==> config.mk <==
export PLATFORM = sky130hd
export DESIGN_NAME = reg_file_wb_queue
export DESIGN_NICKNAME = d
export VERILOG_FILES = /design/src/rtl/reg_file_wb_pkg.sv /design/src/rtl/reg_file_wb_fwd.sv /design/src/rtl/reg_file_wb_queue.sv
export SDC_FILE = /design/constraint.sdc
export NUM_CORES = 1
export LEC_CHECK = 0
export ABC_CLOCK_PERIOD_IN_PS = 2700
export CAP_MARGIN = 20
export CORE_MARGIN = 1.5
export CORE_UTILIZATION = 55
export DETAILED_ROUTE_END_ITERATION = 8
export GPL_TIMING_DRIVEN = 1
export PLACE_DENSITY = 0.8
export SYNTH_ARGS = -nofsm -noshare
export SYNTH_HDL_FRONTEND = slang
export SYNTH_SLANG_ARGS = --single-unit
==> constraint.sdc <==
create_clock -name clk -period 2.7 [get_ports clk]
set_clock_uncertainty 0.1 [all_clocks]
set_input_delay 0.54 -clock clk [delete_from_list [all_inputs] [get_ports clk]]
set_output_delay 0.54 -clock clk [all_outputs]
set_load 0.01 [all_outputs]
==> src/rtl/reg_file_wb_pkg.sv <==
// Shared types and sizing for the reg_file write-back queue.
// The entry struct is sized by the package localparams, so the module defaults must match them.
package reg_file_wb_pkg;

    localparam int DATA_WIDTH = 3;
    localparam int REG_WIDTH  = 2;
    localparam int DEPTH      = 4;

    typedef struct packed {
        logic [REG_WIDTH-1:0]  addr;
        logic [DATA_WIDTH-1:0] data;
    } wb_entry_t;

    function automatic int ptr_w(input int depth);
        return $clog2(depth);
    endfunction

endpackage

==> src/rtl/reg_file_wb_fwd.sv <==
// Newest-match search over the occupied queue entries for one read port.
module reg_file_wb_fwd import reg_file_wb_pkg::*; #(
    parameter int DATA_WIDTH = reg_file_wb_pkg::DATA_WIDTH,
    parameter int REG_WIDTH  = reg_file_wb_pkg::REG_WIDTH,
    parameter int DEPTH      = reg_file_wb_pkg::DEPTH,
    localparam int PTR_W     = ptr_w(DEPTH)
) (
    input  wb_entry_t [DEPTH-1:0]  entries,
    input  logic [PTR_W-1:0]       rd_ptr,
    input  logic [PTR_W:0]         count,
    input  logic [REG_WIDTH-1:0]   addr,
    output logic                   hit,
    output logic [DATA_WIDTH-1:0]  data
);

    logic [PTR_W-1:0] idx;

    // Walk oldest to newest so a later match overrides an earlier one.
    always_comb begin
        hit  = 1'b0;
        data = '0;
        idx  = '0;
        for (int i = 0; i < DEPTH; i++) begin
            idx = rd_ptr + PTR_W'(i);
            if (((PTR_W+1)'(i) < count) && (entries[idx].addr == addr)) begin
                hit  = 1'b1;
                data = entries[idx].data;
            end
        end
    end

endmodule

==> src/rtl/reg_file_wb_queue.sv <==
// Write-back FIFO in front of reg_file: drains one entry per cycle and
// forwards pending data to both read ports.
module reg_file_wb_queue import reg_file_wb_pkg::*; #(
    parameter int DATA_WIDTH = reg_file_wb_pkg::DATA_WIDTH,
    parameter int REG_WIDTH  = reg_file_wb_pkg::REG_WIDTH,
    parameter int DEPTH      = reg_file_wb_pkg::DEPTH,
    localparam int PTR_W     = ptr_w(DEPTH)
) (
    input  logic                  clk,
    input  logic                  rst,
    input  logic                  in_valid,
    output logic                  in_ready,
    input  logic [REG_WIDTH-1:0]  in_addr,
    input  logic [DATA_WIDTH-1:0] in_data,
    output logic                  wr_en,
    output logic [REG_WIDTH-1:0]  wr_addr,
    output logic [DATA_WIDTH-1:0] wr_data,
    input  logic [REG_WIDTH-1:0]  fwd_addr_1,
    input  logic [REG_WIDTH-1:0]  fwd_addr_2,
    output logic                  fwd_hit_1,
    output logic [DATA_WIDTH-1:0] fwd_data_1,
    output logic                  fwd_hit_2,
    output logic [DATA_WIDTH-1:0] fwd_data_2,
    output logic [PTR_W:0]        count
);

    wb_entry_t [DEPTH-1:0] entries;
    logic [PTR_W-1:0]      rd_ptr;
    logic [PTR_W-1:0]      wr_ptr;
    logic                  push;
    logic                  pop;

    // reg_file never back-pressures, so any occupied head pops this cycle.
    assign in_ready = (count != (PTR_W+1)'(DEPTH));
    assign push     = in_valid && in_ready;
    assign pop      = (count != '0);

    assign wr_en   = pop;
    assign wr_addr = pop ? entries[rd_ptr].addr : '0;
    assign wr_data = pop ? entries[rd_ptr].data : '0;

    always_ff @(posedge clk or posedge rst) begin
        if (rst) begin
            rd_ptr  <= '0;
            wr_ptr  <= '0;
            count   <= '0;
            entries <= '0;
        end else begin
            if (push) begin
                entries[wr_ptr] <= '{addr: in_addr, data: in_data};
                wr_ptr          <= wr_ptr + 1'b1;
            end
            if (pop)
                rd_ptr <= rd_ptr + 1'b1;
            case ({push, pop})
                2'b10:   count <= count + 1'b1;
                2'b01:   count <= count - 1'b1;
                default: count <= count;
            endcase
        end
    end

    reg_file_wb_fwd #(
        .DATA_WIDTH(DATA_WIDTH), .REG_WIDTH(REG_WIDTH), .DEPTH(DEPTH)
    ) u_fwd_1 (
        .entries(entries), .rd_ptr(rd_ptr), .count(count),
        .addr(fwd_addr_1), .hit(fwd_hit_1), .data(fwd_data_1)
    );

    reg_file_wb_fwd #(
        .DATA_WIDTH(DATA_WIDTH), .REG_WIDTH(REG_WIDTH), .DEPTH(DEPTH)
    ) u_fwd_2 (
        .entries(entries), .rd_ptr(rd_ptr), .count(count),
        .addr(fwd_addr_2), .hit(fwd_hit_2), .data(fwd_data_2)
    );

endmodule

## Yosys cells after proc, flatten, opt, wreduce, memory -nomap -nowiden

Cells that the tools add are included.

| storage, ports and cells | value |
|---|---|
| bits in registers | 27 |
| bits in latches | 0 |
| memory bits (writable) | 0 |
| ROM bits | 0 |
| input port bits | 12 |
| output and inout port bits | 18 |
| word-level logic and storage cells | 80 |
| memories | 0 |

| operators by class | value |
|---|---|
| $add $sub $neg | 6 |
| multiply operators | 0 |
| divide/modulo/power cells | 0 |
| $lt $le $gt $ge | 10 |
| equality and inequality tests | 11 |
| shift-type cells | 0 |
| multiplexer cells | 30 |
| bitwise logic cells | 0 |
| reduce and logical (&&, ||, !) cells | 12 |

Operator list:

| operator | count |
|---|---|
| binary-select mux 5 bit (select 2 bit) | 4 |
| two-way mux 3 bit | 9 |
| two-way mux 5 bit | 5 |
| bitwise mux 20 bit | 1 |
| equality test 2 bit | 8 |
| less-than comparator 2 x 3 -> 1 bit, second input constant | 5 |
| demux 5 bit (select 2 bit) | 1 |
| logical AND 1 bit | 10 |
| two-way mux 1 bit | 8 |
| less-than comparator 1 x 3 -> 1 bit, first input constant | 2 |
| less-than comparator 2 x 3 -> 1 bit, first input constant | 2 |
| one-hot mux 3 bit (2 select lines) | 1 |
| adder 2 x 1 -> 2 bit, second input constant | 2 |
| adder 2 bit, second input constant | 2 |
| adder 3 x 1 -> 3 bit, second input constant | 1 |
| != test 3 bit, second input constant | 1 |
| nonzero test 3 bit | 1 |
| subtractor 3 x 1 -> 3 bit, second input constant | 1 |
| equality test 2 x 1 -> 1 bit, second input constant | 1 |
| equality test 2 bit, second input constant | 1 |
| greater-or-equal comparator 2 x 1 -> 1 bit, second input constant | 1 |
| two-way mux 2 bit | 1 |
| nonzero test 2 bit | 1 |

## Logic depth before layout (Yosys ltp)

Gate-level depths: netlist of run 1.

| logic depth | value |
|---|---|
| depth in word-level cells | 8 |
| depth in mapped cells | 10 |
| gate-level depth less buffers | 9 |

## Hierarchy

A second synthesis of run 1 with hierarchy kept.

| unflattened totals | value |
|---|---|
| cell total of the unflattened synthesis | 271 |
| area total of the unflattened synthesis | 2975.4 sq um |

Modules (own cells, without submodules):

| module | times used | cells each | area each (sq um) |
|---|---|---|---|
| reg_file_wb_fwd | 2 | 85 | 758.2 |
| reg_file_wb_queue | 1 | 101 | 1458.9 |

## Worst setup path after synthesis of run 1

Ideal clock, no wire load.

| path | value |
|---|---|
| path kind | flip-flop to output port |
| start point | reg rd_ptr[1] |
| end point | out fwd_data_1[1] |
| data arrival time | 1.858 ns |
| required time | 2.060 ns |
| setup slack | 0.202 ns |
| cell stages (with the launch flop) | 7 |
| path buffers | 1 |
| cells stage by stage | dfrtp_1 buf_6 mux4_2 xnor2_1 nand3_1 and2_4 a31oi_1 |

| between the ends | value |
|---|---|
| cells in the longest elaborated chain, start to end | 8 |
| elaborated cells on any way between the ends | 23 |
| those cells by class | add/sub: 3; eq/ne: 4; mux: 12; reduce/logical: 4 |

Ends and longest elaborated chain:

| item | line | source |
|---|---|---|
| start: declaration | reg_file_wb_queue.sv:28 | `logic [PTR_W-1:0] rd_ptr;` |
| start signal: assignment | reg_file_wb_queue.sv:54 | `rd_ptr <= rd_ptr + 1'b1;` |
| adder 2 x 1 -> 2 bit / binary-select mux 5 bit (select 2 bit) (equally long branches) | reg_file_wb_fwd.sv:24, reg_file_wb_fwd.sv:25, reg_file_wb_fwd.sv:27 |  |
| binary-select mux 5 bit (select 2 bit) / two-way mux 5 bit (equally long branches) | reg_file_wb_fwd.sv:25, reg_file_wb_fwd.sv:27 |  |
| two-way mux 5 bit (implied by the code) / equality test 2 bit (equally long branches) | reg_file_wb_fwd.sv:25 | `if (((PTR_W+1)'(i) < count) && (entries[idx].addr == addr)) begin` |
| equality test 2 bit / logical AND 1 bit (equally long branches) | reg_file_wb_fwd.sv:25 |  |
| logical AND 1 bit / two-way mux 3 bit (equally long branches) | reg_file_wb_fwd.sv:25 |  |
| two-way mux 3 bit (2 in a row) | reg_file_wb_fwd.sv:25 |  |
| two-way mux 3 bit (*) | reg_file_wb_fwd.sv:25 |  |
| end: declaration | reg_file_wb_queue.sv:21 | `output logic [DATA_WIDTH-1:0] fwd_data_1,` |

Mark *: on every way between the ends. The rest lies on a longest branch, timed or not. The select of a mux whose other input is x is not followed.

## Worst setup path in the final report of run 1

| path | value |
|---|---|
| start point | reg rd_ptr[0] |
| end point | out fwd_data_2[2] |

| between the ends | value |
|---|---|
| cells in the longest elaborated chain, start to end | 8 |
| elaborated cells on any way between the ends | 23 |
| those cells by class | add/sub: 3; eq/ne: 4; mux: 12; reduce/logical: 4 |

Ends and longest elaborated chain:

| item | line | source |
|---|---|---|
| adder 2 x 1 -> 2 bit / binary-select mux 5 bit (select 2 bit) (equally long branches) | reg_file_wb_fwd.sv:24, reg_file_wb_fwd.sv:25, reg_file_wb_fwd.sv:27 |  |
| binary-select mux 5 bit (select 2 bit) / two-way mux 5 bit (equally long branches) | reg_file_wb_fwd.sv:25, reg_file_wb_fwd.sv:27 |  |
| two-way mux 5 bit (implied by the code) / equality test 2 bit (equally long branches) | reg_file_wb_fwd.sv:25 |  |
| equality test 2 bit / logical AND 1 bit (equally long branches) | reg_file_wb_fwd.sv:25 |  |
| logical AND 1 bit / two-way mux 3 bit (equally long branches) | reg_file_wb_fwd.sv:25 |  |
| two-way mux 3 bit (2 in a row) | reg_file_wb_fwd.sv:25 |  |
| two-way mux 3 bit (*) | reg_file_wb_fwd.sv:25 |  |
| end: declaration | reg_file_wb_queue.sv:23 | `output logic [DATA_WIDTH-1:0] fwd_data_2,` |

Marks and branches as above.

==> results.txt, run 1 <==
Seq cells post-synth: 27
clock tree sinks: 27
synth top area cells: dfrtp_1 (31%), mux2_2 (15%), mux4_1 (8.4%)
pre-CTS setup slack: -0.4760 ns
Adder-Cell Fraction of Synth Area: 0.05134
Final Max Slew Viols: 0
Hold Crit Class: reg -> reg
Final setup viols: 11
Area growth syn-to-layout: 39.36%
WL/cell: 19.87 microns
PnR worst setup slack: -0.3897 ns
status: complete, but fails checks
Crit Path Category: reg -> out
most common cell in the synthesized netlist: mux2_2
Final ANT Viol Nets: 0
clk buf depth: 2
Mapped Area: 0.002193 sq mm
CTS Hold Bufs: 0
drt first pass iters: 4
top cell family by delay on the critical path: multiplexers
relative slew slack: 0.6989
Inserted Clock Buffers: 3
Synth Flop Type: dfrtp_1
Syn Area/Cell: 11.36 sq um
post-synthesis xor/xnor area fraction: 0.09127
die area: 0.004376 sq mm
DRT Wirelength: 6179 microns
Synth top area share: 0.3080
Die Ht: 66.15 microns
clock edge transition at the registers on the reported setup and hold paths: 0.10 ns
initial antenna violation count: 0
top cells by count, synth: mux2_2 (29), dfrtp_1 (27), xnor2_1 (19)
Largest stage delay, worst path: 0.58 ns
Rows: 22
failing checks: negative setup slack
worst skew pair latency: 0.28 ns
buffers added on ports: 29
drt via density: 6.006
H-tree lvl count: 1
Max Cap Violations: 0
Die Wd: 66.15 microns
Multi-input gate area: 0.001608 sq mm
GRT Util Overall: 0.2906
Synth Area in Compound Gates: 0.03879
M3 GR Usage: 0.02896
global route overflow: 0
vias: 1868
Synth area leader: dfrtp_1
Final HPWL DP: 4289 microns
unrepaired setup endpoints after global routing: true
FMAX: 0.3237 GHz
worst slew pin tran: 0.4503 ns
CP Capture Type: output port
Startpoint Class: flop
root buffer cell: clkbuf_8
Core ar.: 0.003744 sq mm
layout cells sized above 1: 0.5095
CTS tree: done
proportion of synthesized area in mux cells: 0.3366
Layout Nets: 285
pin count of the biggest net entering global routing: 28
Cell variety after synth: 31
Final Hold Vio Count: 0
vias in the first global route: 1932
met2 GRT Util: 0.5113
net count of the mapped netlist: 214
Synth Area in Simple Gates: 0.1346
first-pass GRT wire length: 9515 microns
main combinational cell family by area after synthesis: multiplexers
crit path DAT: 2.45 ns
fillers: 230
DRT iter0 DRCs: 48
# DRC: 0
WP data required: 2.06 ns
GP Congestion: 0.8848
worst-path cell chain: buf_6, mux4_2, xnor2_4, nand3_2, buf_4, a311oi_2, o21ai_1, buf_2
global routing's busiest layer: met2
area occupied by registers: 678.2 sq um
fin crit share: 1.144
EDFF count, synth: 0
Initial Utilization: 0.5859
Max FO, Critical Path: 4
Top-Level Pins: 30
worst path buffer plus inverter count: 3
fin crit period: 3.090 ns
sequential-to-total area share from yosys stat: 0.3080
FFs w/ async S/R, synth: 1.000
CP max-delay cell: mux4_2
met1 Use GR: 0.3727
yosys warns: 0
Syn Inst Count: 193
# diodes: 0
==> area by class of cell <==
| cell class | instances | area share |
|---|---|---|
| clock buffers | 3 | 0.01351 |
| repair buffers | 78 | 0.2100 |
| inverters | 6 | 0.007368 |
| well taps | 48 | 0.01965 |
| flip-flops and latches | 27 | 0.2219 |
| multi-input cells | 148 | 0.5260 |
| clock inverters | 1 | 0.001637 |
==> stage by stage <==
step | hold slack (ns) | cell area, sq um | utilization | TNS (ns) | std cells
2_1_floorplan | 0.4059 | 2193 | - | 0 | 193
3_3_place_gp | 0.4310 | 2720 | 0.7266 | -2.944 | 290
3_5_place_dp | 0.4371 | 2720 | 0.7266 | -3.210 | 290
4_1_cts | 0.4608 | 2927 | 0.7818 | -2.271 | 305
5_1_grt | 0.4895 | 3057 | 0.8165 | -3.000 | 311
6_report | 0.4662 | 3057 | 0.8165 | -2.520 | 311
==> timing repair <==
item / CTS / global route
buffers inserted: 11 / 6
resized for setup: 58 / 26
pin swaps: 15 / 18
endpoints found under the hold margin: 0 / 0
setup endpoints to repair: 13 / 13
==> cells in the final DEF, fill, tap and decap left out, drive strengths merged, types with 2 or more instances in the layout <==
master         instances
inv                    6
a311oi                 3
clkbuf                 4
xor2                   2
nand4                 10
nand2                 15
nor2                   3
o21ai                  5
nand3                 10
ha                     9
mux2i                  7
clkdlybuf4s50         16
mux4                  14
and3                   4
a31oi                  3
xnor2                 20
dfrtp                 27
buf                   57
dlygate4sd2            3
and4                   3
mux2                  29
and2                   7
==> kinds of logic after synthesis <==
family	count (synthesis)
buf+inv	18
mux	50
fa+ha+maj	9
xor+xnor	22
flops	27
simple gates	54
compound gates	13
==> sequential cells by signal (all words and copies together) (netlist names) <==
name and cells:
count 3, entries 20, rd_ptr 2, wr_ptr 2
==> layer usage <==
metal / part of all wire / wire length, microns
met5: 0 / 0
met4: 0.022 / 138
met3: 0.031 / 191
met2: 0.53 / 3297
met1: 0.41 / 2551
==> worst reg2reg max path, cell delays in order (launching register included) <==
cell and delay [ns]:
dfrtp_1 0.43, buf_4 0.16, inv_1 0.06, ha_1 0.23, nand2_1 0.10, and2_1 0.31, inv_1 0.10, ha_1 0.25
mux2i_1 0.14, nor2_1 0.11, xor2_1 0.18
==> final timing paths <==
kind	from	endpoint	slack, ns	cells past startpoint
worst max-delay path	rd_ptr[0]	fwd_data_2[2]	-0.39	8
worst min-delay path	entries[6]	entries[6]	0.47	1
worst max register to register	count[0]	count[2]	0.46	10
worst min register to register	entries[6]	entries[6]	0.47	1
max in group asynchronous	rst	rd_ptr[1]	1.69	3
min in group asynchronous	rst	count[1]	0.52	3
Power of run 1 is left out: the tool's default activity adds up to more than one toggle a clock period on the data nets, which glitch-free logic cannot reach.
==> run 2, diff against run 1 <==
--- a/config.mk
+++ b/config.mk
@@ -6,7 +6,7 @@
 export NUM_CORES = 1
 export LEC_CHECK = 0
 export ABC_CLOCK_PERIOD_IN_PS = 2700
-export CAP_MARGIN = 20
+export CAP_MARGIN = 40
 export CORE_MARGIN = 1.5
 export CORE_UTILIZATION = 55
 export DETAILED_ROUTE_END_ITERATION = 8
==> results of run 2 <==
Final layout, timing and power as in run 1 (identical DEF).
Power of run 2 is left out for the same reason.
==> run 3, diff against run 2 <==
--- a/config.mk
+++ b/config.mk
@@ -7,10 +7,8 @@
 export LEC_CHECK = 0
 export ABC_CLOCK_PERIOD_IN_PS = 2700
 export CAP_MARGIN = 40
-export CORE_MARGIN = 1.5
 export CORE_UTILIZATION = 55
 export DETAILED_ROUTE_END_ITERATION = 8
-export GPL_TIMING_DRIVEN = 1
 export PLACE_DENSITY = 0.8
 export SYNTH_ARGS = -nofsm -noshare
 export SYNTH_HDL_FRONTEND = slang
==> run 3 against run 2 <==
  * The flow still finishes with violations (negative setup slack)
  * First-iteration DRC count grew 150%
  * Global-route usage is 1.3 points higher
  * Via count rose by 2.8%
  * Routed wire length grew 5.7%
  * Register-to-register slack got worse by 0.04 ns
  * Die area down 3.0%
  * Fmax is 1.4% higher
  * Worst setup slack gained 0.044 ns
==> results.txt, run 3 (synthesis results as in run 1) <==
layout cells sized above 1: 0.4847 (-0.02477)
commonest non-fill, non-tap cells in the layout: buf_4 (38), mux2_2 (25), dfrtp_1 (25)
WP data required: 2.06 ns (about the same)
largest registers: entries x20, count x3
Top-Level Pins: 30 (unchanged)
root buffer cell: clkbuf_8
DRT Wirelength: 6532 microns (+5.7%)
Layout Nets: 284 (-0.35%)
fin crit share: 1.128 (-0.01620)
H-tree lvl count: 1 (unchanged)
Final Hold Vio Count: 0 (unchanged)
worst r2r dst: count[2]
Max Cap Violations: 0 (unchanged)
clock edge transition at the registers on the reported setup and hold paths: 0.09 ns (about the same)
Inserted Clock Buffers: 3 (unchanged)
status: complete, but fails checks
WHS Path Cells: 1 (unchanged)
Worst Reg2Reg Path Length in Cells: 10 (unchanged)
vias in the first global route: 1975 (+2.2%)
Crit Path Category: reg -> out
Final ANT Viol Nets: 0 (unchanged)
unrepaired setup endpoints after global routing: true
Worst Setup SP: rd_ptr[0]
failing checks: negative setup slack
Core ar.: 0.003744 sq mm (unchanged)
GRT Util Overall: 0.3032 (+0.01260)
Final Max Slew Viols: 0 (unchanged)
relative slew slack: 0.7030 (+0.004096)
Die Ht: 65.15 microns (-1.5%)
Hold Crit Class: reg -> reg
WL/cell: 21.07 microns (+6.1%)
die area: 0.004245 sq mm (-3.0%)
Final HPWL DP: 4253 microns (-0.83%)
crit path DAT: 2.41 ns (-0.04 ns)
global route overflow: 0 (unchanged)
CP Capture Type: output port
Startpoint Class: flop
clk buf depth: 2 (unchanged)
Initial Utilization: 0.5859 (unchanged)
Final setup viols: 9 (-2)
# diodes: 0 (unchanged)
vias: 1921 (+2.8%)
worst skew pair latency: 0.28 ns (about the same)
buffers added on ports: 29 (unchanged)
CTS Hold Bufs: 0 (unchanged)
R2R Setup Slk: 0.42 ns (-0.04 ns)
FMAX: 0.3283 GHz (+1.4%)
Area growth syn-to-layout: 40.79%
drt via density: 6.197 (+3.2%)
GP Congestion: 0.9622 (+8.7%)
pin count of the biggest net entering global routing: 28 (unchanged)
Die Wd: 65.15 microns (-1.5%)
Max FO, Critical Path: 3 (-1)
clock tree sinks: 27 (unchanged)
Reg with most FFs: entries
worst slew pin tran: 0.4442 ns (-0.006125 ns)
# DRC: 0 (unchanged)
fin crit period: 3.046 ns (-0.04374 ns)
worst r2r src: count[0]
Hold Worst Slack: 0.4884 ns (+0.02218 ns)
initial antenna violation count: 0 (unchanged)
CTS tree: done
Rows: 22 (unchanged)
HP Start: entries[16]
drt first pass iters: 4 (unchanged)
DRT iter0 DRCs: 118 (+150%)
max reg flops: 20 (unchanged)
first-pass GRT wire length: 9508 microns (about the same)
hold endpoint: entries[16]
PnR worst setup slack: -0.3460 ns (+0.04374 ns)
commonest non-fill, non-tap cell in the layout: buf_4
## run 3: cell types whose count changed in the layout (fill, tap and decap cells not counted), sizes merged
cell	change
clkbuf	+3
dlygate4sd2	-3
clkinv	-1
buf	-1
dlymetal6s2s	+1
## run 3: per-stage QoR
| step | setup slack (ns) | setup TNS [ns] | std cells | instance area, sq um | util |
|---|---|---|---|---|---|
| floorplan | 0.2021 | 0 | 193 | 2193 | - |
| global route | -0.4101 | -2.941 | 310 | 3088 | 0.8249 |
| CTS | -0.2794 | -2.183 | 304 | 2937 | 0.7844 |
| global placement | -0.3729 | -2.727 | 292 | 2735 | 0.7306 |
| finish | -0.3460 | -2.312 | 310 | 3088 | 0.8249 |
| detailed placement | -0.4536 | -3.282 | 292 | 2735 | 0.7306 |
## run 3: what timing repair did
item	4_1_cts	5_1_grt
setup endpoints to repair	13	13
gates cloned	0	1
gates resized for setup	66	29
pin swaps	16	8
setup buffers	9	6
## run 3: cell type report
type	instances	area, sq um
flip-flops and latches	27	678.2
clock buffers	4	45.04
repair buffers	77	681.9
fillers	198	655.6
inverters	6	22.52
multi-input cells	148	1600
well taps	48	60.06
## run 3: critical path, cell delays in order (launching register included)
cell	delay [ns]
dfrtp_2	0.44
buf_6	0.12
mux4_2	0.56
buf_6	0.16
xnor2_4	0.15
and3_4	0.23
buf_6	0.12
nand2_4	0.05
a31oi_4	0.16
buf_6	0.12
## run 3: worst max path at each step
stage,endpoint,slack (ns),cells after the start
after floorplan,fwd_data_1[1],0.20,6
after global placement,fwd_data_2[2],-0.37,7
after detailed placement,fwd_data_1[1],-0.45,7
after CTS,fwd_data_1[1],-0.28,9
after global routing,fwd_data_1[1],-0.41,9
final,fwd_data_1[1],-0.35,9
## run 3: routing by layer
layer | GRT usage | wire length (microns) | up-vias | part of all wire
met5 | 0 | 0 | - | 0
met4 | 0.1223 | 198 | 0 | 0.030
met3 | 0.04861 | 358 | 21 | 0.055
met2 | 0.5326 | 3507 | 98 | 0.54
met1 | 0.3717 | 2468 | 956 | 0.38
li1 | - | - | 846 | -
Power of run 3 is left out for the same reason.
